### src/rtl/pipe_perf_pkg.sv
// ----------------------------------------------------------------------------
// pipe_perf_pkg
// Shared definitions for the pipeline performance monitor:
//   - counter read-select codes (cnt_sel)
//   - monitor FSM state encoding
//   - bit positions of the status word returned on SEL_STATUS
//   - small helper that counts active forwarding paths
// ----------------------------------------------------------------------------
package pipe_perf_pkg;

    // Counter read-select codes driven on cnt_sel.
    typedef enum logic [2:0] {
        SEL_CYCLES   = 3'd0,
        SEL_RETIRED  = 3'd1,
        SEL_STALLS   = 3'd2,
        SEL_BRANCHES = 3'd3,
        SEL_FLUSHES  = 3'd4,
        SEL_FORWARDS = 3'd5,
        SEL_STATUS   = 3'd6,
        SEL_ZERO     = 3'd7
    } cnt_sel_e;

    // Monitor state; the encoding is visible in the status word.
    typedef enum logic [1:0] {
        IDLE   = 2'd0,
        RUN    = 2'd1,
        FROZEN = 2'd2
    } perf_state_e;

    // Number of event counters (SEL_CYCLES .. SEL_FORWARDS).
    localparam int NUM_CNT = 6;

    // Status word layout.
    localparam int STAT_OVF_BIT   = 0;
    localparam int STAT_STATE_LSB = 1;
    localparam int STAT_STATE_MSB = 2;
    localparam int STAT_OCC_LSB   = 8;
    localparam int STAT_OCC_MSB   = 15;

    // Number of operands forwarded this cycle (0..2).
    function automatic logic [1:0] fwd_count(input logic [1:0] fwd_a,
                                             input logic [1:0] fwd_b);
        return {1'b0, |fwd_a} + {1'b0, |fwd_b};
    endfunction

endpackage

### src/rtl/perf_trace_fifo.sv
// ----------------------------------------------------------------------------
// perf_trace_fifo
// Synchronous first-word-fall-through FIFO used for the branch-target trace.
// The head entry is presented on dout whenever the FIFO is non-empty; dout
// reads 0 when empty.  A pop and a push in the same cycle both succeed even
// when full, because the popped slot is the one being written.
//
// Parameters: DEPTH (power of 2, >= 2), DATA_W
// Ports:
//   clk, rstn  clock, synchronous active-low reset
//   clr        synchronous flush (empties the FIFO)
//   push, din  write request and data
//   pop        read request (ignored when empty)
//   dout       head entry
//   full, empty, count  occupancy status
// ----------------------------------------------------------------------------
module perf_trace_fifo #(
    parameter int DEPTH  = 8,
    parameter int DATA_W = 32
) (
    input  logic                       clk,
    input  logic                       rstn,
    input  logic                       clr,
    input  logic                       push,
    input  logic                       pop,
    input  logic [DATA_W-1:0]          din,
    output logic [DATA_W-1:0]          dout,
    output logic                       full,
    output logic                       empty,
    output logic [$clog2(DEPTH):0]     count
);

    localparam int AW = $clog2(DEPTH);

    logic [DATA_W-1:0] mem [DEPTH];
    logic [AW-1:0]     wr_ptr;
    logic [AW-1:0]     rd_ptr;
    logic [AW:0]       count_q;
    logic              push_ok;
    logic              pop_ok;

    assign full    = (count_q == (AW+1)'(DEPTH));
    assign empty   = (count_q == '0);
    assign count   = count_q;
    assign pop_ok  = pop && !empty;
    assign push_ok = push && (!full || pop);
    assign dout    = empty ? '0 : mem[rd_ptr];

    // NOTE: storage has no reset; stale entries are never visible because
    // dout is gated by empty and the pointers/count are reset.
    always_ff @(posedge clk) begin
        if (push_ok) begin
            mem[wr_ptr] <= din;
        end
    end

    // NOTE: sequential state uses non-blocking assignments so every register
    // samples pre-edge values regardless of statement order.
    always_ff @(posedge clk) begin
        if (!rstn || clr) begin
            wr_ptr  <= '0;
            rd_ptr  <= '0;
            count_q <= '0;
        end else begin
            if (push_ok) begin
                wr_ptr <= wr_ptr + 1'b1;
            end
            if (pop_ok) begin
                rd_ptr <= rd_ptr + 1'b1;
            end
            case ({push_ok, pop_ok})
                2'b10:   count_q <= count_q + 1'b1;
                2'b01:   count_q <= count_q - 1'b1;
                default: count_q <= count_q;
            endcase
        end
    end

endmodule

### src/rtl/pipe_perf_monitor.sv
// ----------------------------------------------------------------------------
// pipe_perf_monitor
// Performance and hazard monitor for the 5-stage pipeline core.  Accumulates
// saturating event counters while in RUN and optionally records taken-branch
// targets in a trace FIFO.
//
// Build option: define PIPE_PERF_TRACE_EN to build the branch-trace FIFO,
// trace_overflow and the status-word occupancy field.  Without it the trace
// outputs are tied off (trace_empty=1, others 0).
//
// Parameters: CNT_W (counter width), TRACE_DEPTH (power of 2, >= 2)
// Ports:
//   clk, rstn                clock, synchronous active-low reset
//   start, stop, clr         control pulses (priority clr > stop > start)
//   stall, branch_taken, branch_target, flush_ifid, flush_idex,
//   forward_a, forward_b, wb_valid   per-cycle core events
//   cnt_sel / cnt_data       counter select, registered read data (1 cycle)
//   trace_rd / trace_data    trace pop, FWFT head
//   trace_empty, trace_overflow      trace status (overflow is sticky)
// ----------------------------------------------------------------------------
module pipe_perf_monitor
    import pipe_perf_pkg::*;
#(
    parameter int CNT_W       = 32,
    parameter int TRACE_DEPTH = 8
) (
    input  logic             clk,
    input  logic             rstn,
    input  logic             start,
    input  logic             stop,
    input  logic             clr,
    input  logic             stall,
    input  logic             branch_taken,
    input  logic [31:0]      branch_target,
    input  logic             flush_ifid,
    input  logic             flush_idex,
    input  logic [1:0]       forward_a,
    input  logic [1:0]       forward_b,
    input  logic             wb_valid,
    input  logic [2:0]       cnt_sel,
    output logic [CNT_W-1:0] cnt_data,
    input  logic             trace_rd,
    output logic [31:0]      trace_data,
    output logic             trace_empty,
    output logic             trace_overflow
);

    perf_state_e      state_q, state_d;
    logic             count_en;
    logic [CNT_W-1:0] cnt_q [NUM_CNT];
    logic [1:0]       inc   [NUM_CNT];
    logic [7:0]       occupancy;
    logic [31:0]      status_w;
    logic [CNT_W-1:0] rd_val;

    // Saturating add; inc is at most 2, so one carry bit detects overflow.
    function automatic logic [CNT_W-1:0] sat_add(input logic [CNT_W-1:0] a,
                                                 input logic [1:0]       b);
        logic [CNT_W:0] sum;
        sum = {1'b0, a} + (CNT_W+1)'(b);
        return sum[CNT_W] ? '1 : sum[CNT_W-1:0];
    endfunction

    // ---------------- control FSM ----------------
    always_ff @(posedge clk) begin
        if (!rstn) begin
            state_q <= IDLE;
        end else begin
            state_q <= state_d;
        end
    end

    // NOTE: next state defaults to the current state before any branch, so
    // no path leaves state_d unassigned and no latch is inferred.
    always_comb begin
        state_d = state_q;
        if (clr) begin
            state_d = IDLE;
        end else if (stop) begin
            if (state_q == RUN) begin
                state_d = FROZEN;
            end
        end else if (start) begin
            state_d = RUN;
        end
    end

    // A stop edge is not counted, and clr wins over any increment.
    assign count_en = (state_q == RUN) && !stop && !clr;

    // ---------------- event counters ----------------
    always_comb begin
        inc[SEL_CYCLES]   = 2'd1;
        inc[SEL_RETIRED]  = {1'b0, wb_valid};
        inc[SEL_STALLS]   = {1'b0, stall};
        inc[SEL_BRANCHES] = {1'b0, branch_taken};
        inc[SEL_FLUSHES]  = {1'b0, flush_ifid | flush_idex};
        inc[SEL_FORWARDS] = fwd_count(forward_a, forward_b);
    end

    always_ff @(posedge clk) begin
        if (!rstn || clr) begin
            for (int i = 0; i < NUM_CNT; i++) begin
                cnt_q[i] <= '0;
            end
        end else if (count_en) begin
            for (int i = 0; i < NUM_CNT; i++) begin
                cnt_q[i] <= sat_add(cnt_q[i], inc[i]);
            end
        end
    end

    // ---------------- branch trace ----------------
`ifdef PIPE_PERF_TRACE_EN
    localparam int OCC_W = $clog2(TRACE_DEPTH) + 1;

    logic             push_req;
    logic             fifo_full;
    logic [OCC_W-1:0] fifo_count;
    logic             overflow_q;

    assign push_req = count_en && branch_taken;

    perf_trace_fifo #(
        .DEPTH  (TRACE_DEPTH),
        .DATA_W (32)
    ) u_trace_fifo (
        .clk   (clk),
        .rstn  (rstn),
        .clr   (clr),
        .push  (push_req),
        .pop   (trace_rd),
        .din   (branch_target),
        .dout  (trace_data),
        .full  (fifo_full),
        .empty (trace_empty),
        .count (fifo_count)
    );

    // A push into a full FIFO is dropped unless a pop frees the slot.
    always_ff @(posedge clk) begin
        if (!rstn || clr) begin
            overflow_q <= 1'b0;
        end else if (push_req && fifo_full && !trace_rd) begin
            overflow_q <= 1'b1;
        end
    end

    assign trace_overflow = overflow_q;
    assign occupancy      = 8'(fifo_count);
`else
    logic unused_trace_in;

    assign unused_trace_in = ^{branch_target, trace_rd};
    assign trace_data      = '0;
    assign trace_empty     = 1'b1;
    assign trace_overflow  = 1'b0;
    assign occupancy       = '0;
`endif

    // ---------------- read port ----------------
    always_comb begin
        status_w                                = '0;
        status_w[STAT_OVF_BIT]                  = trace_overflow;
        status_w[STAT_STATE_MSB:STAT_STATE_LSB] = state_q;
        status_w[STAT_OCC_MSB:STAT_OCC_LSB]     = occupancy;
    end

    always_comb begin
        rd_val = '0;
        case (cnt_sel_e'(cnt_sel))
            SEL_CYCLES:   rd_val = cnt_q[SEL_CYCLES];
            SEL_RETIRED:  rd_val = cnt_q[SEL_RETIRED];
            SEL_STALLS:   rd_val = cnt_q[SEL_STALLS];
            SEL_BRANCHES: rd_val = cnt_q[SEL_BRANCHES];
            SEL_FLUSHES:  rd_val = cnt_q[SEL_FLUSHES];
            SEL_FORWARDS: rd_val = cnt_q[SEL_FORWARDS];
            SEL_STATUS:   rd_val = CNT_W'(status_w);
            default:      rd_val = '0;
        endcase
    end

    always_ff @(posedge clk) begin
        if (!rstn) begin
            cnt_data <= '0;
        end else begin
            cnt_data <= rd_val;
        end
    end

endmodule

### config.mk
export PLATFORM = sky130hd
export DESIGN_NAME = pipe_perf_monitor
export DESIGN_NICKNAME = d
export VERILOG_FILES = /design/src/rtl/pipe_perf_pkg.sv /design/src/rtl/perf_trace_fifo.sv /design/src/rtl/pipe_perf_monitor.sv
export SDC_FILE = /design/constraint.sdc
export NUM_CORES = 1
export LEC_CHECK = 0
export CORE_ASPECT_RATIO = 0.5
export CORE_UTILIZATION = 55
export DETAILED_ROUTE_END_ITERATION = 16
export MAX_ROUTING_LAYER = met4
export PLACE_DENSITY = 0.8
export SYNTH_ARGS = -nofsm -noshare
export SYNTH_HDL_FRONTEND = slang
export SYNTH_SLANG_ARGS = --single-unit
### constraint.sdc
create_clock -name clk -period 7.8 [get_ports clk]
set_input_delay 2.34 -clock clk [delete_from_list [all_inputs] [get_ports clk]]
set_output_delay 2.34 -clock clk [all_outputs]
set_load 0.005 [all_outputs]
==> results.txt <==
Post-DRT Antenna Nets: 0
Max_cap viols: 0
Final GP Congestion: 0.972
Post-CTS setup buffer count: 0
Initial antenna violation count: 1
Clock Skews: 14.5 ps
Worst setup EP type: flip-flop
Largest net degree at the start of global routing: 97
Post-synth EDFFs: 192
Clk_lat worst skew: 530 ps
Clock-pin transition on the worst setup and hold timing paths: 70 ps
Root buffer cell: clkbuf_16
DR vias/cell: 6.51
Most area-consuming cells after synthesis: edfxtp_1, a21oi_1, xor2_1
RSZ-0062 raised after global routing: false
Row Count: 39
Pleak: 4.94 nW
Die Span X: 223 um
Most common cell in the synthesized netlist: edfxtp_1
First-pass GRT wire length: 55800 um
Post-synthesis cell count: 1334
Worst slew pin tran: 1240 ps
Crit path DAT: 5610 ps
Worst slew margin: 0.174
Status: complete, no violations
H-tree depth: 1
WP data required: 8140 ps
Synth Area per Inst: 10.1 sq um
Max incr delay on CP: 670 ps
Wirelength per Cell: 21.5 um
Vias in the first global route: 10100
Post-route setup TNS: 0 ps
Share of layout cells above drive strength 1: 0.0568
# nets final: 1399
Ys async rst share: 0
Slew Viols, Final: 0
HPWL Detailed: 25000 um
Die Y: 113 um
Congestion Overflow GR: 0
Fmax achieved: 190 MHz
IO Pins: 116
Final setup margin: 2530 ps
Dpl cell area: 0.0139 sq mm
Final Hold Slack: 579 ps
Crit-path cells: clkdlybuf4s50_1 > nor2_1 > fa_1 > inv_1 > ha_1 > and3_1 > nand4_4 > nor3_2 > nand2_1 > a21oi_1
Top-area cell type share of the netlist area: 0.429
Maximum clock path buffer count: 3
GRT Util Overall: 0.295
WS Path Type: in -> reg
Core footprint: 0.0234 sq mm
Pre-CTS setup slack: 1990 ps
Critical Path Source Type: input pin
Via count: 10800
CP max FO: 29
Hold Crit Class: reg -> reg
Ys Warns: 0
Synth top cells by count: edfxtp_1, a21oi_1, nor2_1
Finished Layout Cells: 1663
Initial Util: 0.575
Period utilization: 0.676
PwrDens: 187 mW/mm^2
Cell Area, Synth: 0.0134 sq mm
P&R area growth vs syn: 8.90%
Hold Fails Final Rpt: 0
Port Buffers: 48
Synth Flop Type: edfxtp_1
Cell area after layout: 0.0146 sq mm
Maximum VDD drop: 0.182 mV
Cts repair resizes: 0
Drt pass-1 iters: 5
Die area: 0.0251 sq mm
Slowest CP cell: nand2_1
Post-placement cell count: 1620
Final Util: 0.626
Min cycle time layout: 5270 ps
Total power: 2.73 mW
Cts bufs inserted: 23
#FFs+latches synth: 226
Clock Sink Count: 226
Final WL: 35800 um
Register area share after synthesis: 0.480
Hold buffers post-CTS: 0
Residual DRC: 0
Cell taking the most area after synthesis: edfxtp_1
Initial DRC Count: 1521
TritonCTS clock tree: done
Unique cell type count in the Yosys netlist: 61
Final setup viols: 0
-- path summary, 6_finish.rpt --
kind	start	to	slack, ps	cells after the start
min	state_q[0]	state_q[0]	580	2
min reg2reg	state_q[0]	state_q[0]	580	2
max	forward_a[1]	cnt_q[5][0]	2530	10
max reg2reg	cnt_q[5][0]	cnt_q[5][0]	4290	9
-- metal layers --
metal	wire length (um)	global-route usage	vias up
met5	0	-	-
met4	841	0.0841	0
met3	4750	0.0812	58
met2	15500	0.426	581
met1	14600	0.405	5210
li1	-	-	4983
-- cells by family (layout without fill, tap and decap cells) --
kind of cell / count (synthesis) / count (layout) / share of synthesized area
compound gates: 312 / 312 / 0.139
flops: 226 / 226 / 0.480
fa+ha+maj: 11 / 11 / 0.0108
simple gates: 455 / 455 / 0.186
buf+inv: 137 / 126 / 0.0514
other cells: 2 / 35 / 0.000559
xor+xnor: 136 / 136 / 0.0887
mux: 55 / 55 / 0.0437
-- worst max-delay path: cells and delay by family --
family / cells / cell delay [ps]
fa+ha+maj: 2 / 710
simple gates: 5 / 1530
buf+inv: 2 / 580
compound gates: 1 / 440
-- registers in the layout (all words and copies together), names as in the netlist --
register / flops
state_q: 2
cnt_data: 32
cnt_q: 192
-- layout by cell type, fill, tap and decap left out, drive strengths merged, types with 11 or more instances in the layout --
cell	synthesis	final
nand2	63	63
a21oi	158	158
dfxtp	34	34
clkdlybuf4s50	0	45
o21ai	36	36
a22oi	16	16
a31oi	22	22
edfxtp	192	192
mux2i	44	44
a221oi	11	11
xnor2	56	56
a311oi	12	12
buf	59	13
nand3	66	66
xor2	80	80
and4	24	24
and2	15	15
o22ai	12	12
clkbuf	52	29
a211oi	31	31
conb	2	34
and3	40	40
nor4	20	20
nor2	103	103
nand4	52	52
nor3	30	30
inv	26	27
-- final cells by class --
cell class                      count  area (sq um)
Tap cell                          307           384
Clock inverter                     13           121
Clock buffer                       29           598
Multi-Input combinational cell   1003          6440
Antenna cell                        1          2.50
Timing Repair Buffer               58           541
Inverter                           26          97.6
Sequential cell                   226          6450
Fill cell                        1811          8740
-- power by group --
group | internal (mW) | switching (mW)
clock | 0.613 | 0.487
combinational | 0.0770 | 0.111
sequential | 1.36 | 0.0790
Power figures use the tool's default switching activity.
